### src/rtl/bus_master_port.sv
// bus_master_port
//   Master-side port of the shared serial bus. Latches one read or write
//   request from the application, requests the bus, shifts slave id,
//   address and (for writes) data out LSB first, collects read data, and
//   pulses m_tx_done when the transfer finishes.
//
//   Optional feature: define MASTER_TIMEOUT_EN to bound the ready and
//   read-data waits to TIMEOUT_CYCLES cycles. A timeout ends the transfer
//   with m_error and m_tx_done pulsed together. Without the macro the
//   waits are unbounded and m_error stays 0.
//
// Ports
//   clk, reset       clock (rising edge), async active-low reset
//   m_instruction    00 idle, 01 read, 10 write, 11 ignored
//   m_data_in        write data
//   m_address        target address
//   m_slave_id       target slave
//   m_tx_done        one-cycle completion pulse
//   m_rx_data        last completed read word
//   m_busy           request accepted, up to and including m_tx_done
//   m_error          timeout abort, pulses with m_tx_done
//   bus_req/grant    arbitration handshake
//   bus_mode         1 write, 0 read (valid with bus_req)
//   bus_out(_valid)  serial data towards slave
//   bus_ready        slave ready
//   bus_in(_valid)   serial read data from slave
//
// state       | meaning
// ------------+---------------------------------------------------
// S_IDLE      | waiting for an armed read/write instruction
// S_REQ       | request latched, bus_req high, waiting for grant
// S_SEND_ID   | shifting slave id out
// S_SEND_ADDR | shifting address out
// S_WAIT_RDY  | waiting for bus_ready from the slave
// S_SEND_DATA | shifting write data out
// S_RX_DATA   | collecting read data bits
// S_DONE      | m_tx_done pulse, bus released

module bus_master_port #(
  parameter int ADDR_WIDTH     = 12,
  parameter int DATA_WIDTH     = 8,
  parameter int SLAVE_ID_WIDTH = 2,
  parameter int TIMEOUT_CYCLES = 255
) (
  input  logic                      clk,
  input  logic                      reset,
  input  logic [1:0]                m_instruction,
  input  logic [DATA_WIDTH-1:0]     m_data_in,
  input  logic [ADDR_WIDTH-1:0]     m_address,
  input  logic [SLAVE_ID_WIDTH-1:0] m_slave_id,
  output logic                      m_tx_done,
  output logic [DATA_WIDTH-1:0]     m_rx_data,
  output logic                      m_busy,
  output logic                      m_error,
  output logic                      bus_req,
  input  logic                      bus_grant,
  output logic                      bus_mode,
  output logic                      bus_out,
  output logic                      bus_out_valid,
  input  logic                      bus_ready,
  input  logic                      bus_in,
  input  logic                      bus_in_valid
);

  localparam int SHW_AD = (ADDR_WIDTH > DATA_WIDTH) ? ADDR_WIDTH : DATA_WIDTH;
  localparam int SHW    = (SHW_AD > SLAVE_ID_WIDTH) ? SHW_AD : SLAVE_ID_WIDTH;
  localparam int CW     = (SHW > 1) ? $clog2(SHW) : 1;

  localparam logic [CW-1:0] ID_LAST   = CW'(SLAVE_ID_WIDTH - 1);
  localparam logic [CW-1:0] ADDR_LAST = CW'(ADDR_WIDTH - 1);
  localparam logic [CW-1:0] DATA_LAST = CW'(DATA_WIDTH - 1);

  typedef enum logic [2:0] {
    S_IDLE,
    S_REQ,
    S_SEND_ID,
    S_SEND_ADDR,
    S_WAIT_RDY,
    S_SEND_DATA,
    S_RX_DATA,
    S_DONE
  } state_t;

  state_t                    state;
  logic                      armed;
  logic                      lat_write;
  logic [SLAVE_ID_WIDTH-1:0] lat_id;
  logic [ADDR_WIDTH-1:0]     lat_addr;
  logic [DATA_WIDTH-1:0]     lat_data;
  logic [SHW-1:0]            tx_shift;
  logic [DATA_WIDTH-1:0]     rx_shift;
  logic [DATA_WIDTH-1:0]     rx_next;
  logic [CW-1:0]             bit_cnt;
  logic                      grant_lost;
  logic                      timeout_fire;

  assign rx_next    = {bus_in, rx_shift[DATA_WIDTH-1:1]};
  assign grant_lost = !bus_grant &&
                      (state inside {S_SEND_ID, S_SEND_ADDR, S_WAIT_RDY,
                                     S_SEND_DATA, S_RX_DATA});

`ifdef MASTER_TIMEOUT_EN
  localparam int            TW      = $clog2(TIMEOUT_CYCLES + 1);
  localparam logic [TW-1:0] TO_LOAD = TW'(TIMEOUT_CYCLES - 1);

  logic [TW-1:0] to_cnt;
  logic          waiting;
  logic          progress;

  assign waiting  = (state == S_WAIT_RDY) || (state == S_RX_DATA);
  assign progress = bus_ready || bus_in_valid;
  // Fires in the last of TIMEOUT_CYCLES idle wait cycles, so DONE lands
  // exactly TIMEOUT_CYCLES cycles after the wait began.
  assign timeout_fire = waiting && bus_grant && !progress && (to_cnt == '0);

  always_ff @(posedge clk or negedge reset) begin
    if (!reset) begin
      to_cnt <= TO_LOAD;
    end else if (!waiting || progress) begin
      to_cnt <= TO_LOAD;
    end else if (to_cnt != '0) begin
      to_cnt <= to_cnt - TW'(1);
    end
  end
`else
  assign timeout_fire = 1'b0;
`endif

  // Outputs are registered and set on the transition into the state that
  // owns them, so bus_out carries field bit 0 in the first cycle of a field.
  always_ff @(posedge clk or negedge reset) begin
    if (!reset) begin
      state         <= S_IDLE;
      armed         <= 1'b1;
      lat_write     <= 1'b0;
      lat_id        <= '0;
      lat_addr      <= '0;
      lat_data      <= '0;
      tx_shift      <= '0;
      rx_shift      <= '0;
      bit_cnt       <= '0;
      m_tx_done     <= 1'b0;
      m_rx_data     <= '0;
      m_busy        <= 1'b0;
      m_error       <= 1'b0;
      bus_req       <= 1'b0;
      bus_mode      <= 1'b0;
      bus_out       <= 1'b0;
      bus_out_valid <= 1'b0;
    end else if (grant_lost) begin
      // Lost the bus: keep the latched request and start over from the id.
      state         <= S_REQ;
      bit_cnt       <= '0;
      bus_out       <= 1'b0;
      bus_out_valid <= 1'b0;
    end else begin
      case (state)
        S_IDLE: begin
          if (armed && (m_instruction == 2'b01 || m_instruction == 2'b10)) begin
            lat_write <= m_instruction[1];
            lat_id    <= m_slave_id;
            lat_addr  <= m_address;
            lat_data  <= m_data_in;
            armed     <= 1'b0;
            state     <= S_REQ;
            bus_req   <= 1'b1;
            bus_mode  <= m_instruction[1];
            m_busy    <= 1'b1;
          end else if (m_instruction == 2'b00) begin
            armed <= 1'b1;
          end
        end

        S_REQ: begin
          if (bus_grant) begin
            state         <= S_SEND_ID;
            bit_cnt       <= '0;
            bus_out       <= lat_id[0];
            tx_shift      <= SHW'(lat_id) >> 1;
            bus_out_valid <= 1'b1;
            rx_shift      <= '0;
          end
        end

        S_SEND_ID: begin
          if (bit_cnt == ID_LAST) begin
            state    <= S_SEND_ADDR;
            bit_cnt  <= '0;
            bus_out  <= lat_addr[0];
            tx_shift <= SHW'(lat_addr) >> 1;
          end else begin
            bit_cnt  <= bit_cnt + CW'(1);
            bus_out  <= tx_shift[0];
            tx_shift <= tx_shift >> 1;
          end
        end

        S_SEND_ADDR: begin
          if (bit_cnt == ADDR_LAST) begin
            state         <= S_WAIT_RDY;
            bit_cnt       <= '0;
            bus_out       <= 1'b0;
            bus_out_valid <= 1'b0;
          end else begin
            bit_cnt  <= bit_cnt + CW'(1);
            bus_out  <= tx_shift[0];
            tx_shift <= tx_shift >> 1;
          end
        end

        S_WAIT_RDY: begin
          if (timeout_fire) begin
            state     <= S_DONE;
            m_tx_done <= 1'b1;
            m_error   <= 1'b1;
            bus_req   <= 1'b0;
          end else if (bus_ready) begin
            bit_cnt <= '0;
            if (lat_write) begin
              state         <= S_SEND_DATA;
              bus_out       <= lat_data[0];
              tx_shift      <= SHW'(lat_data) >> 1;
              bus_out_valid <= 1'b1;
            end else begin
              state    <= S_RX_DATA;
              rx_shift <= '0;
            end
          end
        end

        S_SEND_DATA: begin
          if (bit_cnt == DATA_LAST) begin
            state         <= S_DONE;
            bit_cnt       <= '0;
            bus_out       <= 1'b0;
            bus_out_valid <= 1'b0;
            m_tx_done     <= 1'b1;
            bus_req       <= 1'b0;
          end else begin
            bit_cnt  <= bit_cnt + CW'(1);
            bus_out  <= tx_shift[0];
            tx_shift <= tx_shift >> 1;
          end
        end

        S_RX_DATA: begin
          if (timeout_fire) begin
            state     <= S_DONE;
            m_tx_done <= 1'b1;
            m_error   <= 1'b1;
            bus_req   <= 1'b0;
          end else if (bus_in_valid) begin
            rx_shift <= rx_next;
            if (bit_cnt == DATA_LAST) begin
              state     <= S_DONE;
              bit_cnt   <= '0;
              m_rx_data <= rx_next;
              m_tx_done <= 1'b1;
              bus_req   <= 1'b0;
            end else begin
              bit_cnt <= bit_cnt + CW'(1);
            end
          end
        end

        S_DONE: begin
          state     <= S_IDLE;
          m_tx_done <= 1'b0;
          m_error   <= 1'b0;
          m_busy    <= 1'b0;
          bus_mode  <= 1'b0;
        end

        default: begin
          state <= S_IDLE;
        end
      endcase
    end
  end

endmodule
### config.mk
export PLATFORM = sky130hd
export DESIGN_NAME = bus_master_port
export DESIGN_NICKNAME = d
export VERILOG_FILES = /design/src/rtl/bus_master_port.sv
export SDC_FILE = /design/constraint.sdc
export NUM_CORES = 1
export LEC_CHECK = 0
export BUFFER_PORTS_ARGS = -buffer_cell sky130_fd_sc_hd__buf_2
export CAP_MARGIN = 30
export CORE_MARGIN = 2
export CORE_UTILIZATION = 55
export DETAILED_ROUTE_END_ITERATION = 6
export PLACE_DENSITY = 0.77
export SLEW_MARGIN = 0
export SYNTH_ARGS = -nofsm -noshare
export SYNTH_HDL_FRONTEND = slang
export SYNTH_SLANG_ARGS = --single-unit
### constraint.sdc
create_clock -name clk -period 4.3 [get_ports clk]
set_clock_uncertainty 0.2 [all_clocks]
set_input_delay 0.43 -clock clk [delete_from_list [all_inputs] [get_ports clk]]
set_output_delay 0.43 -clock clk [all_outputs]
set_load 0.005 [all_outputs]
Word-level counts from Yosys, hierarchy flattened
Index checks and enable logic that the tools add are counted.
- word-level logic and storage cells: 131
- input port bits: 30
- bits in registers: 65
- output and inout port bits: 15
- equality and inequality tests: 28
- $add $sub $neg: 1
- multiplexer cells: 57
- reductions and logical operators: 28
- bitwise gates (word level): 1
- operators by type and width (operator ; number):
    $mux 12 ; 5
    $pmux 12 s5 ; 1
    $mux 8 ; 4
    $mux 4 ; 7
    $mux 3 ; 8
    $pmux 3 s8 ; 1
    $pmux 4 s6 ; 1
    $pmux 8 s3 ; 1
    $mux 1 ; 21
    $reduce_and 6->1 ; 3
    $ne 2x2->1 const B ; 8
    $reduce_and 4->1 ; 4
    $ne 3x3->1 const B ; 5
    $reduce_bool 5->1 ; 3
    $eq 3x3->1 const B ; 4
    $reduce_and 3->1 ; 4
    $mux 11 ; 1
    $ne 3x2->1 const B ; 3
    $reduce_bool 3->1 ; 3
    $reduce_and 7->1 ; 1
    $reduce_bool 7->1 ; 1
    $eq 3x2->1 const B ; 2
    $pmux 1 s3 ; 2
    $reduce_bool 6->1 ; 1
    other kinds (18) ; 21

Depth between registers and ports, before layout
Gate-level depths: netlist (run 1).
- word-level depth: 6
- depth in mapped cells: 7
- depth with buffers taken out: 7

Worst setup path before layout (run 1)
No wires, ideal clock.
- path kind: register to register
- start point: reg bit_cnt[1]
- end point: reg tx_shift[1]
- path slack: 2.315 ns
- clock period less this slack: 1.985 ns
- cell stages (with the launch flop): 8
- setup time: 0.134 ns
- required time: 3.966 ns
- data arrival time: 1.651 ns
- cell sequence: dfrtp_1 inv_1 ha_1 or4b_4 nand2b_4 o21ai_2 a222oi_1 o21ai_0
- longest elaborated chain between the ends: 3
- elaborated cells between the ends (all ways): 8
- those cells by class: eq/ne (5); mux (2); reduce/logical (1)
- RTL lines (item ; RTL line ; source):
    start: declaration ; 93 ; logic [CW-1:0] bit_cnt;
    start signal: assignment ; 192 ; bit_cnt <= bit_cnt + CW'(1);
    start signal: assignment ; 205 ; bit_cnt <= bit_cnt + CW'(1);
    start signal: assignment ; 240 ; bit_cnt <= bit_cnt + CW'(1);
    $eq 4x3->1 (tied with other cells) ; 232 ; if (bit_cnt == DATA_LAST) begin
    $ne 2x2->1 (no line) / $mux 11 (equally long branches) ; - ;
    $reduce_and 7->1 (no line) / $pmux 12 s5 (equally long branches) ; - ;
    end signal: assignment ; 207 ; tx_shift <= tx_shift >> 1;
    end signal: assignment ; 222 ; tx_shift <= SHW'(lat_data) >> 1;
    end signal: assignment ; 242 ; tx_shift <= tx_shift >> 1;
    end: declaration ; 90 ; logic [SHW-1:0] tx_shift;
Several ways; a longest one is shown, not always the timed one.
A chain may end at the register's enable or synchronous reset.

Worst setup path after layout (run 1)
- start point: reg state[0]
- end point: reg bus_out
- longest elaborated chain between the ends: 5
- elaborated cells between the ends (all ways): 15
- those cells by class: eq/ne (9); mux (2); reduce/logical (4)
- RTL lines (item ; RTL line ; source):
    start: declaration ; 84 ; state_t state;
    start signal: assignment ; 133 ; state <= S_IDLE;
    start signal: assignment ; 152 ; state <= S_REQ;
    start signal: assignment ; 165 ; state <= S_REQ;
    $eq 3x2->1 (tied with other cells) ; 99, 157 ;
    $reduce_bool 5->1 ; 99 ; (state inside {S_SEND_ID, S_SEND_ADDR, S_WAIT_RDY,
    $logic_and 1x1->1 ; 98 ; assign grant_lost = !bus_grant &&
    $reduce_bool 6->1 (no line) / $ne 3x3->1 (equally long branches) ; - ;
    $reduce_and 4->1 (no line) ; - ;
    end signal: assignment ; 178 ; bus_out <= lat_id[0];
    end signal: assignment ; 189 ; bus_out <= lat_addr[0];
    end signal: assignment ; 193 ; bus_out <= tx_shift[0];
    end: declaration ; 58 ; output logic bus_out,
Several ways; a longest one is shown, not always the timed one.

==> qor.csv, run 1 <==
metric;value;unit
outcome;finished, final reports clean;
htree_levels;3;
initial_core_util;0.566;
cp_top_family;simple AND/OR/NAND/NOR gates;
worst_skew_pair.late_latency;0.34;ns
yosysWarningCount;0;
path_max_fanout;33;
root_buffer;clkbuf_8;
dr.first_iter.drc_count;242;
drive_above_1_share;0.292;
power;1.91;mW
clk_pin_slew;0.07;ns
fin_tns_setup;0;ns
fin_cells;418;
start_kind;flop;
maxSlewViolCount;0;
reg2reg_to;bus_out;
p_clk_frac;0.246;
cpPeakStageDelay;0.71;ns
switching_power;0.649;mW
p_per_area;538;nW/µm²
reg2reg_slack;1.54;ns
wirelength;6280;µm
crit_chain;or4b_4 > nor2_1 > a222oi_1 > o21ai_0;
grt_pass1_vias;2315;
dp_hpwl;4310;µm
ctsResizeCount;0;
cp_data_arrival_time;2.82;ns
first_pass_iters;5;
syn_nets;334;
cts_tree;yes;
synth_seq_cells;63;
hold_path.class;input pin to flop;
end_kind;flop;
num_antenna_cells;0;
vdd_drop_max;0.000319;V
dp.cells;401;
cts_made_buffers;9;
reg2reg_depth;4;
rsz0062_at_grt;no;
synth-edff-count;0;
area_growth;14.5;%
ys_top_cells_by_count;62 x dfrtp_1, 50 x nand2_1, 30 x mux2_2, 30 x o21ai_0;
setup_ws;1.54;ns
finalCritPeriodShare;0.642;
synthCells;301;
antenna_found_initial;0;
die_area;6250;µm²
p_seq_frac;0.472;
relSlewSlack;0.416;
avgSynthCellArea;10.3;µm²
num-fill-cells;485;
crit_end;bus_out;
gp_congestion;0.829;
seq_area;1580;µm²
finalInstanceArea;3550;µm²
p_leak;1.57;nW
grt_max_degree;44;
clock.fmax;0.362;GHz
synthFlopType;dfrtp_1;
port-buffer-count;43;
syn_area;3100;µm²
synth-async-reset-ratio;1.00;
rows;27;
yosysMostFrequentCell;dfrtp_1;
internal_power;1.26;mW
yosys-top-cells-area;dfrtp_1 50%, mux2_2 11%, nand2_1 6.1%;
grt_pass1_wl;10700;µm
fin_crit;2.76;ns
ios;45;
die_w;79.1;µm
hold_violations;0;
final_nets;374;
pwr-share-comb;0.283;
synth_cell_types;51;
maxCapViolCount;0;
cp_num_buf_inv;0;
viasPerCell;5.86;
worst_pin_slew;0.876;ns
critPathSlowestCell;dfrtp_1;
grt_use_total;0.220;
drcViolationCount;0;
yosysTopAreaCell;dfrtp_1;
cts_sinks;63;
die_h;79.1;µm
avgRoutedWirePerCell;15.0;µm
dp_slack;1.59;ns
vias;2449;
ys_seq_area_frac;0.509;
postRouteAntennaNets;0;
r2r_start;state[0];
critPathKind;flop to flop;
multi_input_area;1400;µm²
finalSetupViolCount;0;
swShare;0.340;
core;5470;µm²
final_util;0.648;
max-clock-path-buffers;2;
cp.required;4.35;ns
place_area;3360;µm²
critPathLaunch;state[0];
synth_top_area_share;0.501;
hold_ws;0.119;ns
crit_cells;4;
overflow;0;
[final cells by class]
type / count / share of cell area
Clock buffer: 11 / 0.0427
Multi-Input combinational cell: 211 / 0.394
Timing Repair Buffer: 47 / 0.0755
Clock inverter: 5 / 0.00882
Tap cell: 72 / 0.0254
Sequential cell: 63 / 0.445
Inverter: 9 / 0.00952
[worst register-to-register path: cells and delay by family (launching register included)]
| family | cells | cell delay, ns |
|---|---|---|
| AO/OA/AOI/OAI | 2 | 0.43 |
| AND/OR/NAND/NOR | 2 | 1.34 |
| flip-flops | 1 | 0.71 |
[power groups by stage]
stage,Clock [mW],Combinational [mW],Sequential (mW)
floorplan,0,0.466,0.828
global placement,0,0.502,0.902
detailed placement,0,0.535,0.910
CTS,0.481,0.542,0.899
global route,0.512,0.605,0.922
finish,0.469,0.540,0.901
[sequential cells by signal (all words and copies together), names as in the netlist, 2 cells and up]
signal,count
lat_id,2
bit_cnt,4
state,3
lat_addr,12
rx_shift,7
m_rx_data,8
tx_shift,11
lat_data,8
[layer usage]
| metal | global-route usage | wire length, µm | part of all wire |
|---|---|---|---|
| met4 | 0.105 | 114 | 0.018 |
| met5 | 0 | 0 | 0 |
| met2 | 0.336 | 3010 | 0.48 |
| met1 | 0.287 | 2750 | 0.44 |
| met3 | 0.0670 | 395 | 0.063 |
[cell families (layout without fill, tap and decap cells)]
family | count (synthesis) | count (layout) | synth area share
other | 1 | 1 | 0.00121
AOI/OAI and AO/OA | 81 | 81 | 0.176
adders and majority gates | 3 | 3 | 0.0121
muxes | 30 | 30 | 0.109
buffers and inverters | 27 | 72 | 0.0404
DFF | 63 | 63 | 0.509
and+or+nand+nor | 96 | 96 | 0.152
[cells in the final DEF, fill, tap and decap left out, types with 2 or more instances in the layout]
cell,netlist,layout
nand2b_1,7,7
nand3b_1,3,3
ha_1,3,3
a31oi_1,4,4
a32o_1,2,2
and3_1,2,2
a21oi_1,12,12
or3_1,2,2
o21ai_2,2,2
o221ai_1,3,3
buf_4,4,2
o21ai_1,2,2
nand2_1,50,50
a222oi_1,7,7
buf_2,7,43
nand3_1,4,4
clkinv_2,0,3
mux2_2,30,30
dfrtp_1,62,62
o22ai_1,2,2
clkbuf_8,0,11
inv_1,9,9
a22oi_1,4,4
nor2_1,12,12
o21ai_0,30,30
nor2b_1,6,6
[worst min path at each step]
stage | start | cells after the start | slack [ns] | endpoint
2_1_floorplan | reset | 0 | -0.07 | bit_cnt[0]
3_3_place_gp | reset | 1 | 0.22 | m_rx_data[4]
3_5_place_dp | reset | 1 | 0.22 | m_rx_data[4]
4_1_cts | m_address[11] | 2 | 0.10 | lat_addr[11]
5_1_grt | m_address[2] | 2 | 0.11 | lat_addr[2]
6_report | m_address[9] | 2 | 0.12 | lat_addr[9]
[repair_timing]
item | in CTS | in global routing
hold buffers | 1 | 0
setup buffers | 0 | 0
endpoints found under the hold margin | 20 | 0
Note: power is estimated with default switching activity, not from simulation.
==> inputs of run 2 (changes only) <==
CORE_UTILIZATION = 51   (was 55)
PLACE_DENSITY = 0.75   (was 0.77)
clock period = 2.3 ns   (was 4.3 ns; I/O delays follow)
==> run 2 against run 1 <==
  * Sequential cell count unchanged
  * Non-clock buffer count increased by 39
  * Clock power increased by 110%
  * Worst hold slack got worse by 0.047 ns
  * Total power up 100%
  * Utilization is 2.3 points higher
  * Critical path depth rose by 3
  * Worst setup slack lost 1.5 ns
  * First-iteration DRC count shrank 26%
  * Sequential power rose by 82%
  * Via count increased by 6.0%
==> qor.csv, run 2 (synthesized netlist as in run 1, its figures left out) <==
metric;value;unit
p_per_area;972;nW/µm²
area_growth;27.5;%
start_kind;flop;
r2r_start;bit_cnt[1];
drcViolationCount;0;
rsz0062_at_grt;no;
min-delay-start;bus_grant;
path_max_fanout;10;
overflow;0;
finalCritPeriodShare;0.963;
multi_input_area;1410;µm²
dr.first_iter.drc_count;179;
whs_endpoint;state[2];
worst_skew_pair.late_latency;0.34;ns
vias;2597;
antenna_found_initial;0;
reg2reg_slack;0.09;ns
hold_violations;0;
fin_crit;2.21;ns
maxSlewViolCount;0;
num_antenna_cells;0;
dp.cells;419;
root_buffer;clkbuf_8;
cts_sinks;63;
die_area;6720;µm²
largest_reg_flops;12;
worst_pin_slew;0.616;ns
viasPerCell;5.66;
gp_congestion;0.942;
met3_usage;0.0681;
critPathKind;flop to flop;
grt_max_degree;33;
largest_register;lat_addr;
vdd_drop_max;0.000678;V
wirelength;7340;µm
min_path_cells;3;
max-clock-path-buffers;2;
final_cell_mix;61 x dfrtp_1, 50 x nand2_1, 43 x buf_2;
grt_use_total;0.243;
avgRoutedWirePerCell;16.0;µm
num-fill-cells;446;
port-buffer-count;43;
grt_pass1_vias;2521;
outcome;finished, final reports clean;
reg2reg_to;tx_shift[5];
die_w;82.0;µm
cts_tree;yes;
die_h;82.0;µm
grtUsageMet1;0.310;
global_route.usage.met2;0.404;
rows;28;
final_common_cell;dfrtp_1;
busiest_layer;met2;
end_kind;flop;
reg2reg_depth;7;
drive_above_1_share;0.305;
final_util;0.671;
first_pass_iters;7;
cts_made_buffers;9;
clk_pin_slew;0.07;ns
initial_core_util;0.527;
cp.required;2.31;ns
core;5890;µm²
postRouteAntennaNets;0;
seq_area;1580;µm²
power;3.84;mW
htree_levels;3;
cp_data_arrival_time;2.22;ns
relSlewSlack;0.585;
dp_hpwl;4770;µm
fin_cells;459;
fin_tns_setup;0;ns
p_leak;1.75;nW
hold_path.class;input pin to flop;
clock.fmax;0.452;GHz
maxCapViolCount;0;
final_nets;413;
grt_pass1_wl;12100;µm
finalSetupViolCount;0;
largestRegisters;lat_addr x12, tx_shift x11;
ios;45;
[run 2: changes by cell type in the layout (fill, tap and decap cells not counted), sizes merged]
cell,delta
clkbuf,+1
bufinv,+1
inv,-1
buf,+15
dlygate4sd3,+24
clkinv,-2
[run 2: repair_timing]
item,in CTS,in global routing
gates resized for setup,0,4
setup buffers,0,0
hold buffers,25,0
hold endpoints to repair,45,0
endpoints found under the setup margin,0,21
[run 2: final cells by class]
| cell class | count | area share |
|---|---|---|
| repair buffers | 86 | 0.161 |
| well taps | 75 | 0.0237 |
| clock inverters | 3 | 0.0108 |
| flip-flops and latches | 63 | 0.400 |
| multi-input cells | 211 | 0.357 |
| inverters | 9 | 0.00855 |
| clock buffers | 12 | 0.0393 |
[run 2: worst max path at each step]
stage | depth (start not counted) | to | startpoint
floorplan | 7 | tx_shift[1] | bit_cnt[1]
global placement | 5 | m_rx_data[7] | bit_cnt[0]
detailed placement | 7 | tx_shift[4] | bit_cnt[1]
CTS | 7 | tx_shift[4] | bit_cnt[1]
global route | 7 | tx_shift[5] | bit_cnt[1]
finish | 7 | tx_shift[5] | bit_cnt[1]
[run 2: where the power goes]
part	leakage (nW)	switching (mW)	internal, mW
registers	0.807	0.233	1.40
logic	0.850	0.627	0.613
clock network	0.0985	0.412	0.552
total	1.75	1.27	2.57
[run 2: metal layers]
layer | routed length [µm] | part of all wire
met4 | 145 | 0.020
met3 | 417 | 0.057
met2 | 3720 | 0.51
met1 | 3060 | 0.42
met5 | 0 | 0
[run 2: metrics by stage]
step           cell area [µm²]  hold slack [ns]  setup WS [ns]
6_report                  3950           0.0728         0.0855
2_1_floorplan             3100           -0.266          0.315
3_5_place_dp              3490           0.0130         0.0911
3_3_place_gp              3490          0.00646          0.166
4_1_cts                   3940           0.0517         0.0283
5_1_grt                   3950           0.0751        0.00294
[run 2: critical path, cell delays in order (launching register included)]
cell,delay (ns)
dfrtp_1,0.41
inv_1,0.07
ha_1,0.14
or4b_4,0.50
nand2b_4,0.13
o21ai_4,0.12
a222oi_1,0.37
o21ai_0,0.14
==> inputs of run 3 (changes only) <==
CAP_MARGIN = not set   (was 30)
CORE_UTILIZATION = 55   (was 51)
PLACE_DENSITY = 0.77   (was 0.75)
clock period = 2.8 ns   (was 2.3 ns; I/O delays follow)
==> run 3 against run 2 <==
  * Utilization rose by 2.4 points
  * Die area is 6.9% lower
  * Via count shrank 0.89%
  * Worst hold slack improved by 0.055 ns
  * Highest routed layer unchanged
  * Critical path depth down 3
  * Cell count decreased by 2.4%
  * Sequential cell count unchanged
  * Fmax fell by 2.8%
==> qor.csv, run 3 (synthesized netlist as in run 1, its figures left out) <==
metric;value;unit
p_clk_frac;0.243;
setup_ws;0.523;ns
pwr-share-comb;0.311;
outcome;finished, final reports clean;
vias;2574;
internal_power;1.96;mW
cts_tree;yes;
gp_congestion;0.929;
finalCritPeriodShare;0.813;
dp_hpwl;4650;µm
whs_endpoint;bus_out_valid;
largest_reg_flops;12;
root_buffer;clkbuf_8;
critPathKind;flop to flop;
min_path_cells;3;
overflow;0;
finalSetupViolCount;0;
viasPerCell;5.75;
cts_sinks;63;
grt_use_total;0.255;
swShare;0.341;
fin_crit;2.28;ns
finalInstanceArea;3810;µm²
ios;45;
maxCapViolCount;0;
antenna_found_initial;0;
drive_above_1_share;0.279;
grt_pass1_vias;2584;
reg2reg_slack;0.52;ns
final_nets;404;
reg2reg_depth;4;
final_cell_mix;62 x dfrtp_1, 50 x nand2_1, 43 x buf_2;
min-delay-start;bus_grant;
largestRegisters;lat_addr x12, tx_shift x11;
rsz0062_at_grt;no;
p_leak;1.69;nW
area_growth;22.9;%
place_area;3380;µm²
drcViolationCount;0;
wirelength;7040;µm
switching_power;1.01;mW
cts_made_buffers;9;
p_seq_frac;0.447;
first_pass_iters;5;
worst_skew_pair.late_latency;0.34;ns
num_antenna_cells;0;
cp.required;2.88;ns
path_max_fanout;18;
dp_slack;0.590;ns
die_area;6250;µm²
end_kind;flop;
maxSlewViolCount;0;
largest_register;lat_addr;
die_h;79.1;µm
final_common_cell;dfrtp_1;
hold_path.class;input pin to flop;
relSlewSlack;0.490;
worst_pin_slew;0.760;ns
grt_pass1_wl;12100;µm
num-fill-cells;426;
postRouteAntennaNets;0;
max-clock-path-buffers;2;
avgRoutedWirePerCell;15.7;µm
core;5470;µm²
start_kind;flop;
cp_data_arrival_time;2.36;ns
hold_violations;0;
clock.fmax;0.439;GHz
grt_max_degree;33;
htree_levels;3;
cts_setup_buffers;0;
die_w;79.1;µm
fin_tns_setup;0;ns
r2r_start;state[2];
dr.first_iter.drc_count;276;
p_per_area;780;nW/µm²
vdd_drop_max;0.000520;V
clk_pin_slew;0.07;ns
port-buffer-count;43;
reg2reg_to;bit_cnt[2];
initial_core_util;0.566;
rows;27;
[run 3: cell types whose count changed in the layout (fill, tap and decap cells not counted), sizes merged]
cell / before / now
clkinv: 1 / 2
bufinv: 1 / 0
buf: 61 / 52
clkbuf: 12 / 13
[run 3: power by group through the flow]
stage	registers (mW)	clock network [mW]	logic, mW
floorplan	1.27	0	0.716
global placement	1.33	0	0.861
detailed placement	1.34	0	0.887
CTS	1.33	0.731	0.919
global route	1.36	0.773	1.03
finish	1.33	0.721	0.922
[run 3: layout make-up]
cell class,instances,area (µm²),area share
inverters,9,33.8,0.00887
well taps,72,90.1,0.0237
clock buffers,13,159,0.0417
clock inverters,3,17.5,0.00460
multi-input cells,211,1400,0.367
repair buffers,77,533,0.140
flip-flops and latches,63,1580,0.414
[run 3: how the worst max path moves through the flow]
stage               startpoint     endpoint  slack, ns  depth (start not counted)
global route          state[2]   bit_cnt[2]       0.33                          4
CTS                   state[2]   bit_cnt[2]       0.56                          4
floorplan           bit_cnt[1]  tx_shift[1]       0.81                          7
finish                state[2]   bit_cnt[2]       0.52                          4
global placement      state[2]   bit_cnt[2]       0.63                          4
detailed placement    state[2]   bit_cnt[2]       0.59                          4
[run 3: what timing repair did]
item | CTS | global route
hold buffers | 25 | 0
resized for setup | 0 | 0
setup endpoints to repair | 0 | 0
hold endpoints to repair | 53 | 0
[run 3: through the flow]
stage	std cells	hold WS (ns)	utilization	total power, mW
floorplan	301	-0.216	-	1.99
global placement	407	0.158	0.618	2.19
detailed placement	407	0.158	0.618	2.23
CTS	448	0.101	0.696	2.98
global route	448	0.157	0.696	3.16
finish	448	0.128	0.696	2.97
[run 3: metal layers]
layer / vias up / global-route usage / share of wire
li1: 1225 / - / -
met1: 1258 / 0.321 / 0.42
met2: 83 / 0.425 / 0.52
met3: 8 / 0.0614 / 0.045
met4: 0 / 0.105 / 0.014
met5: - / 0 / 0
[run 3: critical path, stage by stage, from the launching register on]
cell     delay (ns)
dfrtp_1        0.69
nand2_1        0.27
o21ai_0        0.53
nor4b_1        0.36
a221o_1        0.16
